$ cat config.mk
export PLATFORM = sky130hd
export DESIGN_NAME = pipeline_stage_chain
export DESIGN_NICKNAME = d
export VERILOG_FILES = /design/src/rtl/pipeline_stage_chain.sv
export SDC_FILE = /design/constraint.sdc
export NUM_CORES = 1
export LEC_CHECK = 0
export ABC_AREA = 0
export CORE_ASPECT_RATIO = 0.75
export CORE_UTILIZATION = 40
export DETAILED_ROUTE_END_ITERATION = 8
export PLACE_DENSITY = 0.76
export SYNTH_ARGS = -nofsm -noshare
export SYNTH_HDL_FRONTEND = slang
export SYNTH_SLANG_ARGS = --single-unit
$ cat constraint.sdc
create_clock -name CLK -period 4.1 [get_ports CLK]
set_clock_uncertainty 0.05 [all_clocks]
set_input_delay 0.82 -clock CLK [delete_from_list [all_inputs] [get_ports CLK]]
set_output_delay 0.82 -clock CLK [all_outputs]
set_load 0.1 [all_outputs]
$ cat src/rtl/pipeline_stage_chain.sv
// -----------------------------------------------------------------------------
// pipeline_stage_chain
//
// A chain of DEPTH pipeline registers, each WIDTH bits wide with a valid bit.
// Each stage has its own stall and flush control. A stall on one stage holds
// every stage upstream of it. With COLLAPSE=1, a held stage that is empty
// (valid=0) still accepts new data, so a bubble can close up while the stages
// downstream of it are held.
//
// Parameters:
//   WIDTH     payload bits per stage
//   DEPTH     number of register stages (>= 1)
//   NOP_VALUE payload loaded on reset, on flush, and for any invalid entry
//   COLLAPSE  1 = a held stage with valid=0 accepts new data
//
// Ports:
//   CLK          clock; all state updates on the rising edge
//   RST          synchronous, active-high reset; overrides stall and flush
//   in_data      payload into stage 0
//   in_valid     in_data is a real entry
//   in_ready     stage 0 loads on this edge (= ~hold[0])
//   stall[i]     stage i keeps its contents
//   flush[i]     stage i loads (NOP_VALUE, 0) on this edge
//   stage_data   all stage payloads; stage i at [i*WIDTH +: WIDTH]
//   stage_valid  valid bit of each stage
//   out_data     payload of stage DEPTH-1
//   out_valid    valid bit of stage DEPTH-1
//   occupancy    number of valid stages
//
// Handshake: the upstream side presents in_data/in_valid. The entry is
// captured on a rising edge only when in_ready=1 on that edge. When in_ready=0,
// upstream keeps presenting the same entry. The downstream side has no ready
// signal; it holds the last stage by asserting stall[DEPTH-1].
//
// Optional feature (macro PIPE_PERF_EN): when the macro is defined, three
// 32-bit wrapping counters are added. Reset clears all three.
//   perf_stall_cycles  counts cycles with in_valid & ~in_ready
//   perf_squashed      counts, per edge, the valid stages that are flushed
//   perf_bubbles_out   counts cycles with out_valid=0 & ~stall[DEPTH-1]
// -----------------------------------------------------------------------------
module pipeline_stage_chain #(
    parameter int               WIDTH     = 32,
    parameter int               DEPTH     = 2,
    parameter logic [WIDTH-1:0] NOP_VALUE = '0,
    parameter int               COLLAPSE  = 0
) (
    input  logic                       CLK,
    input  logic                       RST,
    input  logic [WIDTH-1:0]           in_data,
    input  logic                       in_valid,
    output logic                       in_ready,
    input  logic [DEPTH-1:0]           stall,
    input  logic [DEPTH-1:0]           flush,
    output logic [DEPTH*WIDTH-1:0]     stage_data,
    output logic [DEPTH-1:0]           stage_valid,
    output logic [WIDTH-1:0]           out_data,
    output logic                       out_valid,
    output logic [$clog2(DEPTH+1)-1:0] occupancy
`ifdef PIPE_PERF_EN
    ,
    output logic [31:0]                perf_stall_cycles,
    output logic [31:0]                perf_squashed,
    output logic [31:0]                perf_bubbles_out
`endif
);

    localparam int OCC_W = $clog2(DEPTH + 1);

    logic [WIDTH-1:0] r_data [DEPTH];
    logic [DEPTH-1:0] r_valid;

    logic [DEPTH-1:0] w_hold;
    logic [WIDTH-1:0] w_src_data [DEPTH];
    logic [DEPTH-1:0] w_src_valid;
    logic [OCC_W-1:0] w_occ;

    // Hold ripples from the output end back toward the input. w_chain is
    // hold[i+1] as the loop walks down, starting from hold[DEPTH] = 0. With
    // COLLAPSE=1, an empty stage breaks the chain, so it and the stages
    // upstream of it can keep moving.
    always_comb begin
        logic w_chain;
        w_chain = 1'b0;
        w_hold  = '0;
        for (int i = DEPTH - 1; i >= 0; i--) begin
            if (COLLAPSE != 0) begin
                w_chain = stall[i] | (w_chain & r_valid[i]);
            end else begin
                w_chain = stall[i] | w_chain;
            end
            w_hold[i] = w_chain;
        end
    end

    // Stage 0 takes NOP_VALUE for an invalid input. Flush also loads
    // NOP_VALUE, so every invalid entry in the chain carries NOP_VALUE.
    always_comb begin
        w_src_data[0]  = in_valid ? in_data : NOP_VALUE;
        w_src_valid[0] = in_valid;
        for (int i = 1; i < DEPTH; i++) begin
            w_src_data[i]  = r_data[i-1];
            w_src_valid[i] = r_valid[i-1];
        end
    end

    // Priority: reset > flush > hold > advance. Flushing stage i does not
    // change what stage i+1 samples on the same edge; stage i+1 takes the
    // pre-flush contents of stage i.
    always_ff @(posedge CLK) begin
        for (int i = 0; i < DEPTH; i++) begin
            if (RST || flush[i]) begin
                r_data[i]  <= NOP_VALUE;
                r_valid[i] <= 1'b0;
            end else if (!w_hold[i]) begin
                r_data[i]  <= w_src_data[i];
                r_valid[i] <= w_src_valid[i];
            end
        end
    end

    always_comb begin
        w_occ = '0;
        for (int i = 0; i < DEPTH; i++) begin
            w_occ = w_occ + OCC_W'(r_valid[i]);
        end
    end

    always_comb begin
        stage_data = '0;
        for (int i = 0; i < DEPTH; i++) begin
            stage_data[i*WIDTH +: WIDTH] = r_data[i];
        end
    end

    assign in_ready    = ~w_hold[0];
    assign stage_valid = r_valid;
    assign out_data    = r_data[DEPTH-1];
    assign out_valid   = r_valid[DEPTH-1];
    assign occupancy   = w_occ;

`ifdef PIPE_PERF_EN
    logic [31:0] r_perf_stall_cycles;
    logic [31:0] r_perf_squashed;
    logic [31:0] r_perf_bubbles_out;
    logic [31:0] w_squash_cnt;

    // Several stages can be squashed on one edge, so add the count of them.
    always_comb begin
        w_squash_cnt = '0;
        for (int i = 0; i < DEPTH; i++) begin
            w_squash_cnt = w_squash_cnt + 32'(flush[i] & r_valid[i]);
        end
    end

    always_ff @(posedge CLK) begin
        if (RST) begin
            r_perf_stall_cycles <= '0;
            r_perf_squashed     <= '0;
            r_perf_bubbles_out  <= '0;
        end else begin
            if (in_valid && !in_ready) begin
                r_perf_stall_cycles <= r_perf_stall_cycles + 32'd1;
            end
            r_perf_squashed <= r_perf_squashed + w_squash_cnt;
            if (!r_valid[DEPTH-1] && !stall[DEPTH-1]) begin
                r_perf_bubbles_out <= r_perf_bubbles_out + 32'd1;
            end
        end
    end

    assign perf_stall_cycles = r_perf_stall_cycles;
    assign perf_squashed     = r_perf_squashed;
    assign perf_bubbles_out  = r_perf_bubbles_out;
`endif

endmodule

# Word level (Yosys, flattened, before mapping)
# Memory sizes are Yosys's and may differ from the RTL's.
# Cells that the tools add are included.
# classes
n_reduce_logical,2
addsub,1
n_bitwise,4
mux,13
# ops
cell,n
2-to-1 mux 32 bit,3
2-to-1 mux 1 bit,10
bitwise OR 1 bit,3
adder 1 x 1 -> 2 bit,1
logical OR 1 bit,2
inverter 1 bit,1
# word_totals
inputBits,39
n_memories,1
ramBits,64
regBits,2
# memory_table
memory,words,width,read_ports,rd_clocked_by_memory_dff,wr,line_no,source
r_data,2,32,2,0,2,69,logic [WIDTH-1:0] r_data [DEPTH];

# Depth between registers and ports, before layout
# depth
ltp_word,5
mapped_depth,4
depth_no_buf,2

# Least setup slack after synthesis
# No wires, ideal clock.
# synth_path
kind,input port to flip-flop
startpoint,in stall[1]
endpoint,mem r_data[0][0] (enable)
setup_ps,466
arrival_ps,3245
slack_ps,339
path_stages,2
path_cell_list,buf_6 > o21ai_0
# synth_lines
element,line_no,source
from (decl),52,"input logic [DEPTH-1:0] stall,"
to (decl),69,

# Worst setup path in the final report
# layout_path
startpoint,reg r_valid[1] (netlist: stage_valid[1])
endpoint,out occupancy[0]
# layout_between
elab_chain_len,1
# layout_rtl
element,line_no,source
from (decl),70,logic [DEPTH-1:0] r_valid;
"from (signal, indexed assignment)",116,r_valid[i] <= w_src_valid[i];
adder 1 x 1 -> 2 bit,124,w_occ = w_occ + OCC_W'(r_valid[i]);
to (decl),58,output logic [$clog2(DEPTH+1)-1:0] occupancy
# No other way between the ends.

==> out/results.ini <==
[final_layout]
synthToLayoutAreaGrowth_pct = 51.7
nNetsFinal = 338
fin_util = 0.648
final_common_cell = clkdlybuf4s50_1
mostFrequentLayoutCells = clkdlybuf4s50_1 (139), edfxtp_1 (64), and3_1 (32), and2_1 (32), clkbuf_8 (9)
diodes = 0
drive_above_1_share = 0.0759
final_cells = 384
stdcell_area_um2 = 4210

[synth]
synth_area_um2 = 2780
synth_top_cell_area_share = 0.692
yosysWarnings = 0
avgSynthCellArea_um2 = 14.9
synth_nets = 226
synth_area_leaders = edfxtp_1 (69%), buf_4 (8.9%), and2_1 (7.2%)
synth_cell_types = 17
yosys.area.top_type = edfxtp_1
synth_cells = 186
synth_seq_cells = 66
ys_seq_area_frac = 0.706

[status]
violations = design-rule violations
status = complete, but fails checks

[routing]
wl_met3_um = 472
first_pass_iters = 8
vias = 1801
route.met2.wl_mm = 3.12
drt-met1-wl_mm = 2.23
antenna_left = 0
vias_per_cell = 4.69
drt_wl_total_mm = 5.90
wl_per_cell_um = 15.4
routed.top_layer = met4
drt_iter0_drc = 67
drc = 10

[setup_path]
r2r_start = r_data[0][28]
r2r-end = r_data[1][28]
reg2regPathDepth = 1
cp_slowest_cell = clkdlybuf4s50_1
reg2reg_slack_ps = 3250
path_max_fanout = 4
critical_path.startpoint_type = register
crit_buf_inv = 1
arrival_ps = 2080
path_delay_family = buffers and inverters
crit_path_cell_trace = ha_1 -> clkdlybuf4s50_1
cp_slowest_stage_delay_ps = 1130
end_kind = primary output
worst-setup-path-type = reg -> out
required_ps = 3230

[clocking]
htreeDepth = 3
tritoncts.num_buffers = 9
cts_tree = built
clock_path_buffers = 2
post-cts-setup-buffer-count = 0
cts_hold_buf = 0
clkSlewWorstSetupHoldPaths_ps = 60
root_buffer = clkbuf_8
insertion_delay_ps = 330
clkSinkCount = 66
cts_resized = 0

[global_route]
overflow = 0
grt_max_degree = 34
grt_usage = 0.164
grt_pass1_vias = 1713
antenna_found_initial = 0
grt_pass1_wl_mm = 8.69

[die]
die-area_um2 = 7280
rows = 25
dieWidth_um = 98.2
pin_count = 141
core_area_um2 = 6510
dieHeight_um = 74.2
start_util = 0.427

[placement]
dpl.hpwl_mm = 4.17
place_inst = 368
post_dp_cell_area_um2 = 4000
gp_congestion = 0.693
portBuffers = 140

[sta]
hold_viol_final = 0
fmax_mhz = 339
holdWs_ps = 481
setup_violations = 0
max-slew-margin-rel = 0.328
tightest_slew_ps = 1010
finalMaxSlewViolations = 0
fin_setup_tns_ps = 0
post-route-period-util = 0.720
grt_setup_unrepaired = no
timing.final.crit_period_ps = 2950

[power_and_ir_drop]
cellLeakagePower_nw = 1.71
p_per_area_nw_per_um2 = 453
ir_worst_vdd_mv = 0.220

[min_path]
min_path_type = reg -> reg
holdPathEnd = stage_valid[0]
min_from = stage_valid[0]
whs_path_depth = 2

[run]
maxCapViolations = 0

## where the power goes
group / leakage (nW) / internal, mW / switching, mW / total, mW
logic: 0.851 / 0.119 / 0.421 / 0.540
clock network: 0.107 / 0.342 / 0.238 / 0.580
registers: 0.748 / 0.773 / 0.0168 / 0.790
total: 1.71 / 1.23 / 0.676 / 1.91
## per-stage QoR
step | power (mW) | worst slack, ps
3_5_place_dp | 1.35 | 1280
2_1_floorplan | 1.22 | 339
5_1_grt | 1.97 | 1070
6_report | 1.91 | 1150
3_3_place_gp | 1.34 | 1340
4_1_cts | 1.93 | 1120
## state kept, by name (all words and copies together), names as in the netlist
name	flops
r_data	64
stage_valid	2
## routing by layer
metal | vias to the layer above | global-route usage
li1 | 852 | -
met1 | 858 | 0.174
met2 | 85 | 0.297
met3 | 6 | 0.0658
met4 | 0 | 0.0697
met5 | - | 0
## cell usage after synthesis (all sizes together)
master and instances:
clkbuf 6, o21ai 2, buf 37, and3 32
nor3 2, or3b 1, nor4 1, edfxtp 64
a21boi 1, nor2 3, ha 1, nand2 1
dfxtp 2, and2 32, mux2i 1
## worst max path at each step
stage / startpoint / to / slack, ps / depth (start not counted)
detailed placement: stall[1] / r_data[0][27] / 1280 / 2
finish: stage_valid[1] / occupancy[0] / 1150 / 2
CTS: stage_valid[1] / occupancy[0] / 1120 / 2
global route: stage_valid[1] / occupancy[0] / 1070 / 2
global placement: stall[1] / in_ready / 1340 / 3
floorplan: stall[1] / r_data[0][0] / 340 / 2
## logic make-up (layout without fill, tap and decap cells)
group | Yosys count | count (layout) | synth area share
AND/OR/NAND/NOR | 72 | 72 | 0.166
flip-flops | 66 | 66 | 0.706
buffers and inverters | 43 | 160 | 0.114
AO/OA/AOI/OAI | 3 | 3 | 0.00631
adder cells (fa/ha/maj) | 1 | 1 | 0.00450
multiplexers | 1 | 1 | 0.00360
## worst min-delay path: cells and delay by family (launching register included)
family             cells  cell delay (ps)
AOI/OAI and AO/OA      2              150
DFF                    1              340
## final cells by class
| cell class | instances | area (um^2) |
|---|---|---|
| clock buffer | 11 | 131 |
| tap | 81 | 101 |
| fill | 512 | 2290 |
| sequential | 66 | 1960 |
| multi-input combinational | 77 | 512 |
| timing repair buffer | 144 | 1430 |
| clock inverter | 5 | 78.8 |
No activity file was read; power rests on OpenSTA's default activity.
